$ cat src/rtl/if_fetch_unit_if.sv
// if_fetch_unit_if: instruction-memory read bus with a single outstanding request
interface if_fetch_unit_if;
  logic        imem_req;
  logic [31:0] imem_addr;
  logic        imem_ack;
  logic [31:0] imem_rdata;
  modport master(output imem_req, imem_addr, input imem_ack, imem_rdata);
  modport slave(input imem_req, imem_addr, output imem_ack, imem_rdata);
endinterface

$ cat src/rtl/if_fetch_unit.sv
// if_fetch_unit: instruction fetch with a 2-entry prefetch queue, redirect and stall handling
module if_fetch_unit #(
  parameter logic [31:0] RESET_PC = 32'h0000_0000
) (
  input  logic                   clk,
  input  logic                   rst,
  input  logic                   freeze,
  input  logic                   branch_taken,
  input  logic [31:0]            branch_target,
  if_fetch_unit_if.master        imem,
  output logic [31:0]            PC,
  output logic [31:0]            instruction,
  output logic                   flush,
  output logic                   valid
);
  logic [31:0] pc_q, pc_d, addr_q, addr_d;
  logic [31:0] pc0_q, pc0_d, pc1_q, pc1_d, ins0_q, ins0_d, ins1_q, ins1_d;
  logic        req_q, req_d, drop_q, drop_d;
  logic [1:0]  count_q, count_d, level;
  logic        wait_ack, pop, push;
  // Entry 0 is always the head; a pop shifts entry 1 down.
  always_comb begin
    wait_ack = req_q && !imem.imem_ack;
    pop      = !freeze && count_q != 2'd0;
    push     = req_q && imem.imem_ack && !drop_q && !branch_taken;
    level    = count_q - {1'b0, pop};
    count_d  = branch_taken ? 2'd0 : level + {1'b0, push};
    pc_d     = branch_taken ? branch_target : push ? pc_q + 32'd4 : pc_q;
    drop_d   = wait_ack && (drop_q || branch_taken);
    req_d    = wait_ack || count_d < 2'd2;
    addr_d   = wait_ack ? addr_q : pc_d;
    pc0_d    = pop ? pc1_q : pc0_q;
    ins0_d   = pop ? ins1_q : ins0_q;
    pc1_d    = pc1_q;
    ins1_d   = ins1_q;
    if (push && level == 2'd0) begin
      pc0_d  = addr_q + 32'd4;
      ins0_d = imem.imem_rdata;
    end
    if (push && level == 2'd1) begin
      pc1_d  = addr_q + 32'd4;
      ins1_d = imem.imem_rdata;
    end
  end
  always_ff @(posedge clk or negedge rst) begin
    if (!rst) begin
      pc_q    <= RESET_PC;
      addr_q  <= 32'd0;
      req_q   <= 1'b0;
      drop_q  <= 1'b0;
      count_q <= 2'd0;
      pc0_q   <= 32'd0;
      pc1_q   <= 32'd0;
      ins0_q  <= 32'd0;
      ins1_q  <= 32'd0;
    end else begin
      pc_q    <= pc_d;
      addr_q  <= addr_d;
      req_q   <= req_d;
      drop_q  <= drop_d;
      count_q <= count_d;
      pc0_q   <= pc0_d;
      pc1_q   <= pc1_d;
      ins0_q  <= ins0_d;
      ins1_q  <= ins1_d;
    end
  end
  assign imem.imem_req  = req_q;
  assign imem.imem_addr = addr_q;
  assign valid          = count_q != 2'd0;
  assign PC             = valid ? pc0_q : 32'd0;
  assign instruction    = valid ? ins0_q : 32'd0;
  assign flush          = branch_taken;
endmodule

$ cat src/flat_wrapper.sv
// flat-port wrapper written by rule: the top's interface ports become plain ports
module if_fetch_unit_flat 
#(
  parameter logic [31:0] RESET_PC = 32'h0000_0000
)
  (clk, rst, freeze, branch_taken, branch_target, PC, instruction, flush, valid, imem_imem_req, imem_imem_addr, imem_imem_ack, imem_imem_rdata);
  if_fetch_unit_if imem_i ();
  input  logic clk;
  input  logic rst;
  input  logic freeze;
  input  logic branch_taken;
  input  logic [31:0] branch_target;
  output logic [31:0] PC;
  output logic [31:0] instruction;
  output logic flush;
  output logic valid;
  output wire logic [$bits(imem_i.imem_req)-1:0] imem_imem_req;
  output wire logic [$bits(imem_i.imem_addr)-1:0] imem_imem_addr;
  input wire logic [$bits(imem_i.imem_ack)-1:0] imem_imem_ack;
  input wire logic [$bits(imem_i.imem_rdata)-1:0] imem_imem_rdata;
  assign imem_imem_req = imem_i.imem_req;
  assign imem_imem_addr = imem_i.imem_addr;
  assign imem_i.imem_ack = imem_imem_ack;
  assign imem_i.imem_rdata = imem_imem_rdata;
  if_fetch_unit #(.RESET_PC(RESET_PC)) u_core (.clk(clk), .rst(rst), .freeze(freeze), .branch_taken(branch_taken), .branch_target(branch_target), .imem(imem_i), .PC(PC), .instruction(instruction), .flush(flush), .valid(valid));
endmodule
$ cat config.mk
export PLATFORM = sky130hd
export DESIGN_NAME = if_fetch_unit_flat
export DESIGN_NICKNAME = d
export VERILOG_FILES = /design/src/rtl/if_fetch_unit_if.sv /design/src/rtl/if_fetch_unit.sv /design/src/flat_wrapper.sv
export SDC_FILE = /design/constraint.sdc
export NUM_CORES = 1
export LEC_CHECK = 0
export CAP_MARGIN = 40
export CORE_MARGIN = 2
export CORE_UTILIZATION = 25
export DETAILED_ROUTE_END_ITERATION = 6
export GPL_ROUTABILITY_DRIVEN = 1
export GPL_TIMING_DRIVEN = 1
export PLACE_DENSITY = 0.53
export SLEW_MARGIN = 15
export SYNTH_ARGS = -nofsm -noshare
export SYNTH_HDL_FRONTEND = slang
export SYNTH_SLANG_ARGS = --single-unit
$ cat constraint.sdc
create_clock -name clk -period 4.7 [get_ports clk]
set_input_delay 0.94 -clock clk [delete_from_list [all_inputs] [get_ports clk]]
set_output_delay 0.94 -clock clk [all_outputs]
set_load 0.05 [all_outputs]
Yosys cells after proc, flatten, opt, wreduce, memory -nomap -nowiden

Cells that the tools add are included.

Register bits: 196
Word-level logic and storage cells: 41
Output and inout bits: 99
Input port bits: 69

Add/subtract/negate cells: 4
Equality and inequality tests: 1
Magnitude comparators: 1
Reductions and logical operators: 17
Multiplexer cells: 9

Operator list:

| kind                                                                   | number |
|---|---|
| 32-bit 2-to-1 mux                                                      | 8 |
| 32-bit by 3-bit adder with 32-bit output (second input constant)       | 2 |
| 1-bit logical AND                                                      | 8 |
| 1-bit zero test                                                        | 4 |
| 2-bit nonzero test                                                     | 2 |
| 2-bit by 1-bit adder with 2-bit output                                 | 1 |
| 2-bit by 1-bit equality test with 1-bit output (second input constant) | 1 |
| 2-bit zero test                                                        | 1 |
| 1-bit logical OR                                                       | 2 |
| 2-bit < comparator (second input constant)                             | 1 |
| 2-bit 2-to-1 mux                                                       | 1 |
| 2-bit by 1-bit subtractor with 2-bit output                            | 1 |

Longest topological paths before layout

Gate-level depths: netlist of run 1.

Word-level depth: 7
Mapped depth: 12
Gate-level depth less buffers: 9

Worst setup path before layout of run 1

OpenSTA, ideal clock, no wires.

Path type: input to register
From: input freeze
To: register u_core.ins0_q[10]
Setup slack: 1.351 ns
Setup time: 0.141 ns
Data required time: 4.559 ns
Arrival time: 3.208 ns
Buffers on the path: 5
Stages: 11
Cell sequence: nand2b_1 -> clkbuf_1 -> inv_2 -> clkbuf_1 -> ha_1 -> xor2_1 -> or3_1 -> clkbuf_1 -> clkbuf_1 -> clkbuf_1 -> a31oi_1

Cells in the longest elaborated chain, start to end: 6
Elaborated cells between the ends (all ways): 7
Classes of those cells: 1 x add/sub; 1 x mux; 5 x reduce/logical

RTL lines:

| item                                                           | RTL line            | RTL |
|---|---|---|
| start, declared                                                | flat_wrapper.sv:10  | `input logic freeze;` |
| 1-bit zero test (*)                                            | if_fetch_unit.sv:24 | `pop = !freeze && count_q != 2'd0;` |
| 1-bit logical AND (*)                                          | if_fetch_unit.sv:24 |  |
| 2-bit by 1-bit subtractor with 2-bit output                    | if_fetch_unit.sv:26 | `level = count_q - {1'b0, pop};` |
| 2-bit zero test                                                | if_fetch_unit.sv:36 | `if (push && level == 2'd0) begin` |
| 1-bit logical AND                                              | if_fetch_unit.sv:36 |  |
| 32-bit 2-to-1 mux / 2-bit nonzero test (equally long branches) | --                  |  |
| end signal, assigned                                           | if_fetch_unit.sv:64 | `ins0_q <= ins0_d;` |
| end, declared                                                  | if_fetch_unit.sv:17 | `logic [31:0] pc0_q, pc0_d, pc1_q, pc1_d, ins0_q, ins0_d, ins1_q, ins1_d;` |

Every way passes the cells marked *; elsewhere a longest branch is shown, timed or not.
A chain may end at the register's enable or synchronous reset.

Worst setup path after layout of run 1

From: register u_core.count_q[1]
To: output PC[1]

Cells in the longest elaborated chain, start to end: 2

RTL lines:

| item                   | RTL line            | RTL |
|---|---|---|
| start, declared        | if_fetch_unit.sv:19 | `logic [1:0] count_q, count_d, level;` |
| start signal, assigned | if_fetch_unit.sv:61 | `count_q <= count_d;` |
| 2-bit nonzero test     | if_fetch_unit.sv:70 | `assign valid = count_q != 2'd0;` |
| 32-bit 2-to-1 mux      | if_fetch_unit.sv:71 | `assign PC = valid ? pc0_q : 32'd0;` |
| end, declared          | flat_wrapper.sv:13  | `output logic [31:0] PC;` |

Every way passes these cells.

==> flow_results.xml, run 1 <==
<?xml version="1.0" encoding="UTF-8"?>
<metrics>
  <group name="power_and_ir_drop">
    <metric name="power.share.combinational" unit="%">47.9</metric>
    <metric name="net_switching_power" unit="mW">3.65</metric>
    <metric name="peak_vdd_ir" unit="uV">281</metric>
    <metric name="power_frac_seq" unit="%">33.7</metric>
    <metric name="p_per_area" unit="nW/um^2">676</metric>
    <metric name="switching_share" unit="%">43.6</metric>
    <metric name="cellLeakagePower" unit="nW">5.08</metric>
    <metric name="intPower" unit="mW">4.71</metric>
    <metric name="share_clk_of_total_power" unit="%">18.5</metric>
  </group>
  <group name="drt">
    <metric name="post_drt_wl_per_cell" unit="um">16.3</metric>
    <metric name="drc" unit="">0</metric>
    <metric name="detail_route.iter0.violations" unit="">354</metric>
    <metric name="route.detailed.vias_per_inst" unit="">4.50</metric>
    <metric name="count_of_nets_left_with_antenna_violations_after_detail_routing" unit="">0</metric>
    <metric name="dr_total_vias" unit="">7291</metric>
    <metric name="firstDrtPassIters" unit="">4</metric>
    <metric name="finalWirelength" unit="um">26400</metric>
  </group>
  <group name="synth">
    <metric name="ys_async_sr_fraction" unit="%">100</metric>
    <metric name="synth_sequential_area_ratio" unit="%">51.6</metric>
    <metric name="synth_area" unit="um^2">9500</metric>
    <metric name="ys_seq_elements" unit="">196</metric>
    <metric name="avgSynthCellArea" unit="um^2">9.97</metric>
    <metric name="post-synth-top-area-cell" unit="">dfrtp_1</metric>
    <metric name="number_of_flops_mapped_to_enable_cells_by_yosys" unit="">0</metric>
    <metric name="netlist_top_cells_area" unit="">dfrtp_1, mux2_2, nand2_1, and2_1, nor2_1</metric>
    <metric name="synth.top_cells.by_count" unit="">dfrtp_1, nand2_1, nor2_1, mux2_2, and2_1</metric>
    <metric name="netlist_instances" unit="">953</metric>
    <metric name="synth_top_area_share" unit="%">51.6</metric>
    <metric name="ys.warnings.count" unit="">0</metric>
    <metric name="synthFlopType" unit="">dfrtp_1</metric>
    <metric name="syn_nets" unit="">1026</metric>
    <metric name="yosys.cell_count.top_type" unit="">dfrtp_1</metric>
    <metric name="synth.lib_cells_used.distinct" unit="">43</metric>
  </group>
  <group name="finish">
    <metric name="n_antenna_cell" unit="">0</metric>
    <metric name="area_growth_syn_to_layout" unit="%">30.2</metric>
    <metric name="utilization" unit="%">32.9</metric>
    <metric name="nFillCells" unit="">3841</metric>
    <metric name="nNetsFinal" unit="">1168</metric>
    <metric name="final_layout_size_suffix_gt1_share" unit="%">13.5</metric>
  </group>
  <group name="global_routing">
    <metric name="wire_length_of_the_first_global_routing_pass" unit="um">41600</metric>
    <metric name="antenna_found_initial" unit="">0</metric>
    <metric name="first_global_vias" unit="">7326</metric>
    <metric name="grt.total_usage" unit="%">13.7</metric>
    <metric name="remaining_global_route_overflow" unit="">0</metric>
    <metric name="grt_max_degree" unit="">93</metric>
  </group>
  <group name="clock_tree">
    <metric name="worstSkewPairLatency" unit="ns">0.44</metric>
    <metric name="cts_tree" unit="">built</metric>
    <metric name="post_cts_setup_repair_buffer_count" unit="">0</metric>
    <metric name="cts-root-to-sink-buffers" unit="">2</metric>
    <metric name="cts.sinks" unit="">196</metric>
    <metric name="clk_root_buffer_cell" unit="">clkbuf_16</metric>
    <metric name="cts-buffers-inserted" unit="">17</metric>
    <metric name="ctsHtreeMaxLevel" unit="">4</metric>
    <metric name="post_cts_resize_count" unit="">0</metric>
    <metric name="hold_buffers" unit="">0</metric>
    <metric name="cts.reportedPaths.clkPinSlew" unit="ns">0.08</metric>
  </group>
  <group name="floorplanning">
    <metric name="die_area" unit="um^2">39600</metric>
    <metric name="initial_core_utilization" unit="%">25.3</metric>
    <metric name="fp.dieH" unit="um">199</metric>
    <metric name="design.portCount" unit="">168</metric>
    <metric name="rows" unit="">71</metric>
    <metric name="floorplan.die.width" unit="um">199</metric>
    <metric name="core_region_area" unit="um^2">37600</metric>
  </group>
  <group name="critical_path">
    <metric name="path_class" unit="">reg -&gt; out</metric>
    <metric name="critPathMaxStageDelay" unit="ns">0.81</metric>
    <metric name="critical_path_peak_fanout" unit="">43</metric>
    <metric name="worstPathRequired" unit="ns">3.76</metric>
    <metric name="r2r_slack" unit="ns">1.40</metric>
    <metric name="worst_path_cell_trace" unit="">or2_2, buf_4, and2_1, clkdlybuf4s50_1</metric>
    <metric name="timing.critical_path.depth" unit="">4</metric>
    <metric name="timing.critical_path.from_type" unit="">flop</metric>
    <metric name="cp_slowest_cell" unit="">clkdlybuf4s50_1</metric>
    <metric name="r2r_start" unit="">u_core.count_q[1]</metric>
    <metric name="timing.critical_path.to_type" unit="">output port</metric>
    <metric name="arrival_time_at_the_worst_endpoint" unit="ns">2.75</metric>
    <metric name="timing.critical_path.buf_inv" unit="">2</metric>
    <metric name="path_delay_family" unit="">buffers and inverters</metric>
    <metric name="worst_r2r_endpoint" unit="">u_core.ins0_q[13]</metric>
    <metric name="worstRegToRegCells" unit="">10</metric>
  </group>
  <group name="sta">
    <metric name="setup_tns" unit="ns">0</metric>
    <metric name="setup_violations" unit="">0</metric>
    <metric name="layout_worst_path_cycle_share" unit="%">78.5</metric>
    <metric name="slew_viol_final" unit="">0</metric>
    <metric name="timing.final.crit_period" unit="ns">3.69</metric>
    <metric name="finClkSkew" unit="ns">0.0138</metric>
    <metric name="timing_hold_violations_final" unit="">0</metric>
    <metric name="max_clock_freq" unit="MHz">271</metric>
    <metric name="grt_setup_unrepaired" unit="">false</metric>
    <metric name="worst_pin_slew" unit="ns">0.831</metric>
    <metric name="worst_slew_margin_rel" unit="%">44.6</metric>
  </group>
  <group name="hold_path">
    <metric name="hold_class" unit="">in -&gt; async</metric>
  </group>
  <group name="placement">
    <metric name="gp_congestion" unit="">0.806</metric>
    <metric name="port-buffer-count" unit="">167</metric>
    <metric name="detailed_place_hpwl" unit="um">18200</metric>
  </group>
  <group name="run_status">
    <metric name="result_of_the_run" unit="">completed</metric>
  </group>
  <group name="flow_run">
    <metric name="drv_cap" unit="">0</metric>
  </group>
</metrics>
-- sequential cells by signal, indices dropped and copies added (netlist names) --
| name | count |
|---|---|
| u_core.ins0_q | 32 |
| u_core.drop_q | 1 |
| u_core.count_q | 2 |
| u_core.pc0_q | 32 |
| u_core.imem.imem_req | 1 |
| u_core.imem.imem_addr | 32 |
| u_core.pc_q | 32 |
| u_core.pc1_q | 32 |
| u_core.ins1_q | 32 |
-- stage by stage --
stage | worst slack, ns | area [um^2] | hold slack, ns | std cells | power (mW)
final | 1.01 | 12400 | 0.449 | 1619 | 8.36
after global routing | 0.840 | 12400 | 0.458 | 1619 | 8.91
after CTS | 0.930 | 12400 | 0.442 | 1619 | 8.49
after detailed placement | 1.06 | 11800 | 0.491 | 1587 | 6.91
after global placement | 1.06 | 11700 | 0.488 | 1582 | 6.80
after floorplan | 1.35 | 9500 | 0.473 | 953 | 5.53
-- cell type report --
cell class | instances | area (um^2) | share of cell area [%]
Clock inverter | 15 | 188 | 1.52
Inverter | 11 | 41.3 | 0.334
Clock buffer | 17 | 425 | 3.44
Sequential cell | 196 | 4900 | 39.6
Tap cell | 511 | 639 | 5.17
Multi-Input combinational cell | 685 | 4320 | 34.9
Timing Repair Buffer | 184 | 1860 | 15.0
-- metal layers --
metal  vias up  GRT usage (%)  routed length (um)
li1       3555              -                   -
met1      3556           19.3               13000
met2       155           21.3               12000
met3        25           2.39                 900
met4         0           4.59                 408
met5         -              0                   0
-- power by group through the flow --
| stage | logic [mW] | registers, mW | clock network, mW |
|---|---|---|---|
| 6_report | 4.00 | 2.81 | 1.55 |
| 5_1_grt | 4.33 | 2.91 | 1.67 |
| 4_1_cts | 4.06 | 2.82 | 1.60 |
| 3_5_place_dp | 4.05 | 2.85 | 0 |
| 3_3_place_gp | 3.97 | 2.83 | 0 |
| 2_1_floorplan | 2.62 | 2.91 | 0 |
-- worst max path at each step --
stage                                  from                 to
after global placement         branch_taken              flush
after CTS                 u_core.count_q[1]              PC[1]
final                     u_core.count_q[1]              PC[1]
after global routing      u_core.count_q[0]              PC[1]
after floorplan                      freeze  u_core.ins0_q[10]
after detailed placement       branch_taken              flush
-- logic make-up after synthesis --
logic type	Yosys count	share of synthesized area [%]
AOI/OAI and AO/OA	133	8.36
xor gates and xnor gates	58	5.35
adders and majority gates	4	0.527
buffers and inverters	72	3.11
DFF	196	51.6
muxes	89	10.5
and+or+nand+nor	401	20.5
-- cell usage in the layout (no fill, tap or decap), types with 23 or more instances in the layout --
cell type / synthesis / routed
a21oi_1: 39 / 39
a31oi_1: 35 / 35
and2_1: 65 / 65
clkdlybuf4s50_1: 0 / 166
dfrtp_1: 196 / 196
mux2_2: 86 / 86
nand2_1: 142 / 142
nand3_1: 23 / 23
nor2_1: 97 / 96
o21ai_0: 40 / 40
xor2_1: 36 / 36
Power figures use the tool's default switching activity.
==> run 2, diff against run 1 <==
==> constraint.sdc (replaced) <==
create_clock -name clk -period 3.4 [get_ports clk]
set_input_delay 0.68 -clock clk [delete_from_list [all_inputs] [get_ports clk]]
set_output_delay 0.68 -clock clk [all_outputs]
set_load 0.05 [all_outputs]
==> flow_results.xml, run 2 (synthesis gave the netlist of run 1 again) <==
<?xml version="1.0" encoding="UTF-8"?>
<metrics>
  <group name="run_status">
    <metric name="result_of_the_run" unit="">completed</metric>
  </group>
  <group name="clock_tree">
    <metric name="ctsHtreeMaxLevel" unit="">4</metric>
    <metric name="cts.reportedPaths.clkPinSlew" unit="ns">0.08</metric>
    <metric name="clk_root_buffer_cell" unit="">clkbuf_16</metric>
    <metric name="worstSkewPairLatency" unit="ns">0.44</metric>
    <metric name="hold_buffers" unit="">0</metric>
    <metric name="cts.sinks" unit="">196</metric>
    <metric name="post_cts_setup_repair_buffer_count" unit="">0</metric>
    <metric name="cts_tree" unit="">built</metric>
    <metric name="cts-root-to-sink-buffers" unit="">2</metric>
    <metric name="post_cts_resize_count" unit="">0</metric>
    <metric name="cts-buffers-inserted" unit="">17</metric>
  </group>
  <group name="critical_path">
    <metric name="timing.critical_path.from_type" unit="">flop</metric>
    <metric name="worstRegToRegCells" unit="">9</metric>
    <metric name="path_class" unit="">reg -&gt; out</metric>
    <metric name="r2r_slack" unit="ns">0.51</metric>
    <metric name="worstPathRequired" unit="ns">2.72</metric>
    <metric name="worst_r2r_endpoint" unit="">u_core.pc0_q[26]</metric>
    <metric name="timing.critical_path.to_type" unit="">output port</metric>
    <metric name="critical_path_peak_fanout" unit="">49</metric>
    <metric name="r2r_start" unit="">u_core.count_q[1]</metric>
    <metric name="arrival_time_at_the_worst_endpoint" unit="ns">2.45</metric>
  </group>
  <group name="global_routing">
    <metric name="first_global_vias" unit="">7235</metric>
    <metric name="grt.total_usage" unit="%">13.5</metric>
    <metric name="wire_length_of_the_first_global_routing_pass" unit="um">41200</metric>
    <metric name="remaining_global_route_overflow" unit="">0</metric>
    <metric name="grt_max_degree" unit="">93</metric>
    <metric name="antenna_found_initial" unit="">1</metric>
  </group>
  <group name="placement">
    <metric name="detailed_place_hpwl" unit="um">17900</metric>
    <metric name="gp_congestion" unit="">0.799</metric>
    <metric name="dp_slack" unit="ns">0.426</metric>
    <metric name="port-buffer-count" unit="">167</metric>
  </group>
  <group name="finish">
    <metric name="area_growth_syn_to_layout" unit="%">30.3</metric>
    <metric name="final_layout_size_suffix_gt1_share" unit="%">13.8</metric>
    <metric name="nNetsFinal" unit="">1173</metric>
    <metric name="most_frequent_standard_cell_in_the_layout_excluding_fill_and_tap_cells" unit="">dfrtp_1</metric>
    <metric name="layout_common_cells" unit="">dfrtp_1, clkdlybuf4s50_1, nand2_1</metric>
  </group>
  <group name="sta">
    <metric name="max_clock_freq" unit="MHz">319</metric>
    <metric name="hold_ws" unit="ns">0.258</metric>
    <metric name="finClkSkew" unit="ns">0.0153</metric>
    <metric name="setup_violations" unit="">0</metric>
    <metric name="layout_worst_path_cycle_share" unit="%">92.1</metric>
    <metric name="grt_setup_unrepaired" unit="">false</metric>
    <metric name="timing_hold_violations_final" unit="">0</metric>
    <metric name="slew_viol_final" unit="">0</metric>
    <metric name="worst_slew_margin_rel" unit="%">47.8</metric>
    <metric name="final_critical_path_setup_slack" unit="ns">0.267</metric>
    <metric name="timing.final.crit_period" unit="ns">3.13</metric>
    <metric name="worst_pin_slew" unit="ns">0.783</metric>
    <metric name="setup_tns" unit="ns">0</metric>
  </group>
  <group name="drt">
    <metric name="route.detailed.vias_per_inst" unit="">4.48</metric>
    <metric name="dr_total_vias" unit="">7277</metric>
    <metric name="drc" unit="">0</metric>
    <metric name="post_drt_wl_per_cell" unit="um">16.0</metric>
    <metric name="finalWirelength" unit="um">26000</metric>
    <metric name="detail_route.iter0.violations" unit="">396</metric>
    <metric name="firstDrtPassIters" unit="">4</metric>
    <metric name="count_of_nets_left_with_antenna_violations_after_detail_routing" unit="">0</metric>
  </group>
  <group name="floorplanning">
    <metric name="die_area" unit="um^2">39600</metric>
    <metric name="initial_core_utilization" unit="%">25.3</metric>
    <metric name="design.portCount" unit="">168</metric>
    <metric name="rows" unit="">71</metric>
    <metric name="fp.dieH" unit="um">199</metric>
    <metric name="floorplan.die.width" unit="um">199</metric>
    <metric name="core_region_area" unit="um^2">37600</metric>
  </group>
  <group name="power_and_ir_drop">
    <metric name="post-layout-total-power" unit="mW">11.4</metric>
    <metric name="p_per_area" unit="nW/um^2">922</metric>
    <metric name="peak_vdd_ir" unit="uV">530</metric>
    <metric name="cellLeakagePower" unit="nW">5.09</metric>
  </group>
  <group name="flow_run">
    <metric name="drv_cap" unit="">0</metric>
  </group>
  <group name="hold_path">
    <metric name="hold_class" unit="">in -&gt; async</metric>
  </group>
</metrics>
run 2: changes by cell type in the layout (fill, tap and decap cells not counted), moves of 2 or more:
cell	before	now
buf_12	1	5
buf_16	2	0
buf_4	12	18
bufinv_16	2	0
run 2: worst max-delay path, stage by stage (launching register included):
cell             delay (ns)
dfrtp_1                0.41
or2_2                  0.44
buf_12                 0.23
and2_1                 0.21
clkdlybuf4s50_1        0.71
run 2: area by class of cell:
type                       count  area (um^2)
antenna                        1         2.50
clock buffer                  18          439
clock inverter                14          134
fill                        3867        25200
inverter                      11         41.3
multi-input combinational    685         4310
sequential                   196         4900
tap                          511          639
timing repair buffer         189         1900
run 2: metal layers:
metal  wire length (um)  GRT usage (%)
met2              11900           21.1
met3               1050           2.73
met5                  0              0
met4                370           4.06
met1              12600           19.0
run 2: through the flow:
step                cell area [um^2]  util, %  cells
CTS                            12400     32.9   1623
floorplan                       9500        -    953
global placement               11800     31.3   1590
finish                         12400     32.9   1625
detailed placement             11800     31.3   1591
global route                   12400     32.9   1624
run 2: how the worst max path moves through the flow:
| stage | cells past startpoint | startpoint | slack, ns | end |
|---|---|---|---|---|
| 2_1_floorplan | 11 | freeze | 0.31 | u_core.ins0_q[10] |
| 3_3_place_gp | 7 | branch_taken | 0.47 | u_core.imem.imem_addr[31] |
| 3_5_place_dp | 8 | freeze | 0.43 | u_core.pc0_q[22] |
| 4_1_cts | 4 | u_core.count_q[1] | 0.21 | PC[2] |
| 5_1_grt | 4 | u_core.count_q[1] | 0.13 | PC[2] |
| 6_report | 4 | u_core.count_q[1] | 0.27 | PC[2] |
run 2: report_power, final:
group	leakage, nW	internal (mW)	switching (mW)
clock	0.285	0.995	0.997
sequential	2.33	3.27	0.631
combinational	2.47	2.15	3.37
==> edit 1, RTL diff (config.mk and constraints of run 1) <==
`addr_q`, `pc0_q` and `pc1_q` no longer have a reset.
--- a/src/rtl/if_fetch_unit.sv
+++ b/src/rtl/if_fetch_unit.sv
@@ -45,25 +45,25 @@
   always_ff @(posedge clk or negedge rst) begin
     if (!rst) begin
       pc_q    <= RESET_PC;
-      addr_q  <= 32'd0;
       req_q   <= 1'b0;
       drop_q  <= 1'b0;
       count_q <= 2'd0;
-      pc0_q   <= 32'd0;
-      pc1_q   <= 32'd0;
       ins0_q  <= 32'd0;
       ins1_q  <= 32'd0;
     end else begin
       pc_q    <= pc_d;
-      addr_q  <= addr_d;
       req_q   <= req_d;
       drop_q  <= drop_d;
       count_q <= count_d;
-      pc0_q   <= pc0_d;
-      pc1_q   <= pc1_d;
       ins0_q  <= ins0_d;
       ins1_q  <= ins1_d;
     end
+  end
+
+  always_ff @(posedge clk) begin
+    addr_q <= addr_d;
+    pc0_q  <= pc0_d;
+    pc1_q  <= pc1_d;
   end
   assign imem.imem_req  = req_q;
   assign imem.imem_addr = addr_q;
Function: changed (Yosys sat finds a counterexample within 4 cycles, from zero or initial values and one cycle with rst low).
==> edit 1 against run 1 <==
  * Sequential cell count stayed put
  * Worst setup slack better by 0.25 ns
  * Synthesized area is 7.0% lower
  * Register-to-register slack better by 0.26 ns
  * Routed wire length shrank 16%
  * Die area decreased by 6.9%
  * Power fell by 12%
  * Cell area down 6.0%
==> edit 1: results (changes against run 1) <==
syn_nets=814 (-21%); ys async rst share=0.510 (-0.490); Top FF cell, synth=dfrtp_1; share of layout cells above drive strength 1=0.138 (+0.00278); Setup Buffers After CTS=0 (unchanged); CTS Buf Count=17 (unchanged); Worst R2R End=u_core.pc0_q[19]; total routed wirelength=22100 microns (-16%); H-Tree Depth=4 (unchanged); # resized after CTS=0 (unchanged); synth warn=0 (unchanged); most instantiated cells after synthesis=nand2_1 (111), dfrtp_1 (100), edfxtp_1 (96); grt total ovfl=0 (unchanged); Skew-Pair Late Insertion Delay=0.43 ns; IO Port Bufs=167 (unchanged); RePlAce Congestion=0.775 (-3.8%); via count=5880 (-19%); HP Class=input port to asynchronous set/reset pin; final net count=972 (-17%); leakage=4.33 nW (-15%); first-pass GRT wire length=34200 microns (-18%); largest net degree at the start of global routing=66 (-29%); Root Driver=clkbuf_16; final clock skew=0.00858 ns (-0.00520 ns); first-pass iteration count of the detailed router=4 (unchanged); R2R depth=8 (-2); initial DRC count=385 (+8.8%); Worst path slowest cell=clkdlybuf4s50_1; antenna diode count=0 (unchanged); critical path's largest stage delay=0.82 ns; Worst Path Max Fanout=32 (-26%); initial antenna violation count=0 (unchanged); critical path's top delay family=buffers and inverters; status=complete, no violations; R2R Setup Slk=1.66 ns (+0.26 ns); hpwl dp=15900 microns (-12%); Max transition margin=0.469 (+0.0234); number of synthesized flops with an enable pin=96 (+96); All-Layer GR Usage=0.123 (-0.0147); top cells by area, synth=edfxtp_1 (33%), dfrtp_1 (28%), mux2_2 (8.0%); worst-case clock buffer depth=2 (unchanged); post-synthesis cell type count=37 (-14%); vias in the first global route=5882 (-20%); Worst Path Arrival=2.50 ns (-0.25 ns); Worst IR Drop VDD=0.307 mV (+9.0%); worst r2r src=u_core.count_q[1]; Seq/Total Area, Yosys=0.609 (+0.0932); Reg clk slew, reported paths=0.07 ns
[edit 1: cell count changes after synthesis, sizes merged, moves of 20 or more]
| cell | delta |
|---|---|
| mux2 | -20 |
| a21oi | -39 |
| nor2 | -56 |
| edfxtp | +96 |
| dfrtp | -96 |
| nand2 | -31 |
[edit 1: cells by family (layout without fill, tap and decap cells)]
group | Yosys count | after routing | synth area share
AND/OR/NAND/NOR | 301 | 301 | 0.178
flip-flops | 196 | 196 | 0.609
multiplexers | 66 | 66 | 0.0841
AO/OA/AOI/OAI | 62 | 62 | 0.0402
XOR/XNOR | 59 | 59 | 0.0585
buffers and inverters | 53 | 224 | 0.0244
adder cells (fa/ha/maj) | 4 | 4 | 0.00566
[edit 1: layout make-up]
class / instances / area (sq um)
fillers: 3498 / 23100
flip-flops and latches: 196 / 5390
multi-input cells: 492 / 3250
repair buffers: 179 / 1800
well taps: 455 / 569
clock buffers: 23 / 520
clock inverters: 9 / 63.8
inverters: 13 / 48.8
[edit 1: power by group]
part	total [mW]	switching, mW	internal [mW]
sequential	2.64	0.248	2.39
combinational	3.31	2.13	1.18
clock	1.43	0.641	0.786
[edit 1: worst max-delay path by stage]
stage | startpoint | endpoint | slack, ns | cells after the start
after floorplan | freeze | u_core.pc0_q[0] | 0.64 | 11
after global placement | imem_imem_ack | u_core.imem.imem_addr[23] | 1.04 | 6
after detailed placement | imem_imem_ack | u_core.imem.imem_addr[23] | 1.02 | 6
after CTS | u_core.count_q[1] | instruction[17] | 1.18 | 4
after global routing | u_core.count_q[1] | PC[10] | 1.11 | 4
final | u_core.count_q[1] | PC[15] | 1.26 | 4
[edit 1: stage by stage]
step	area [sq um]	std cells	hold slack, ns	util	worst slack [ns]
after global placement	11000	1333	0.466	0.317	1.04
after floorplan	8840	741	0.469	-	0.643
after global routing	11600	1367	0.264	0.335	1.11
after CTS	11600	1366	0.487	0.334	1.18
after detailed placement	11000	1334	0.477	0.318	1.02
final	11600	1367	0.288	0.335	1.26
[edit 1: worst reg2reg max path: stages (launching register included)]
cell and delay, ns:
dfrtp_1 0.38, or2_2 0.45, nand2b_1 0.15, inv_1 0.06, ha_1 0.19, xor2_1 0.20, or3_4 0.62, nand2_1 0.24
buf_4 0.38
[edit 1: per-layer routing]
metal | GRT usage | vias up | share of wire
met5 | 0 | - | 0
met4 | 0.0505 | 0 | 0.028
met3 | 0.0206 | 26 | 0.026
met2 | 0.196 | 90 | 0.48
met1 | 0.165 | 2863 | 0.47
li1 | - | 2901 | -
==> edit 2, RTL diff (flow settings as in run 1) <==
Made on the original files. Reset style: synchronous (`rst`), changed in one clocked block.
--- a/src/rtl/if_fetch_unit.sv
+++ b/src/rtl/if_fetch_unit.sv
@@ -42,7 +42,7 @@
       ins1_d = imem.imem_rdata;
     end
   end
-  always_ff @(posedge clk or negedge rst) begin
+  always_ff @(posedge clk) begin
     if (!rst) begin
       pc_q    <= RESET_PC;
       addr_q  <= 32'd0;
Formal check against the unedited RTL: differs if rst is asserted again (counterexample within 4 cycles, from zero or initial values and one cycle with rst low); with rst held inactive, the same outputs for 4 cycles.
==> edit 2 against run 1 <==
  * Worst setup slack better by 0.29 ns
  * Synthesized area is 3.4% lower
  * Register-to-register slack better by 0.36 ns
  * Sequential share of layout area is 6.4 points lower
  * Hold slack better by 0.0050 ns
  * Sequential cell count stayed put
  * Final cell count is 6.7% higher
  * Cell area is 4.5% lower
  * Critical path depth stayed put
  * Routed wire length is 9.5% higher
Power is not compared: it rests on default switching activity, and its combinational part moved more than twofold at a synthesized area within 25%.
==> edit 2: results (changes against run 1) <==
fillcell total=3786 (-1.4%); met3 wire len=1020 microns (+13%); Seq/Total Area, Yosys=0.428 (-0.0886); Worst Setup EP=instruction[24]; share of layout cells above drive strength 1=0.0611 (-0.0743); via count=8479 (+16%); largest net degree at the start of global routing=86 (-7.5%); M1 WL=13800 microns (+5.6%); R2R depth=9 (-1); All-Layer GR Usage=0.152 (+0.0146); final clock skew=0.00921 ns (-0.00457 ns); ys async rst share=0 (-1.00); total routed wirelength=28900 microns (+9.5%); RePlAce Congestion=0.793 (-1.5%); top cells by area, synth=dfxtp_1 (43%), nand2_1 (8.4%), and2_1 (4.6%); first-pass GRT wire length=45900 microns (+10%); post-synthesis cell type count=57 (+33%); final net count=1321 (+13%); Worst R2R End=u_core.pc0_q[5]; dpl cell area=0.0112 sq mm (-4.5%); Top FF cell, synth=dfxtp_1; status=complete, no violations; HP Class=register to register; syn avg cell area=8.04 sq um (-19%); vias in the first global route=8080 (+10%); Worst Path Max Fanout=53 (+23%); Avg WL per Cell=16.7 microns (+2.6%); Worst Path Arrival=2.46 ns (-0.29 ns); most instantiated cells after synthesis=nand2_1 (205), dfxtp_1 (196), nor2_1 (94); syn_nets=1214 (+18%)
==> edit 2: cell types whose count changed after synthesis, moves of 31 or more <==
| cell | change |
|---|---|
| nand2_1 | +63 |
| a311oi_1 | +36 |
| a21oi_1 | +33 |
| dfxtp_1 | +196 |
| mux2_2 | -71 |
| a31oi_1 | -31 |
| dfrtp_1 | -196 |
==> edit 2: cell families after synthesis <==
logic type,Yosys count,share of synthesized area
xor gates and xnor gates,33,0.0315
DFF,196,0.428
muxes,20,0.0239
AOI/OAI and AO/OA,240,0.177
and+or+nand+nor,544,0.289
adders and majority gates,4,0.00546
buffers and inverters,104,0.0449
==> edit 2: report_power, final <==
| part | internal (mW) | leakage, nW | switching, mW |
|---|---|---|---|
| registers | 1.74 | 1.60 | 0.0936 |
| clock network | 0.817 | 0.284 | 0.676 |
| logic | 0.200 | 2.11 | 0.300 |
| total | 2.76 | 4.00 | 1.07 |
==> edit 2: per-stage QoR <==
stage	utilization	power, mW
detailed placement	0.309	2.38
global placement	0.308	2.37
finish	0.325	3.83
global route	0.325	3.98
CTS	0.325	3.87
floorplan	-	2.15
==> edit 2: metal layers <==
layer	vias to the layer above	GRT usage
met3	31	0.0225
met5	-	0
met2	194	0.247
met1	4011	0.208
met4	0	0.0455
li1	4243	-
==> edit 2: area by class of cell <==
cell class	instances	area (sq um)	share of cell area
Tap cell	468	586	0.0496
Timing Repair Buffer	179	1800	0.152
Sequential cell	196	3920	0.332
Multi-Input combinational cell	841	4870	0.412
Clock buffer	21	460	0.0390
Inverter	13	51.3	0.00434
Clock inverter	10	125	0.0106
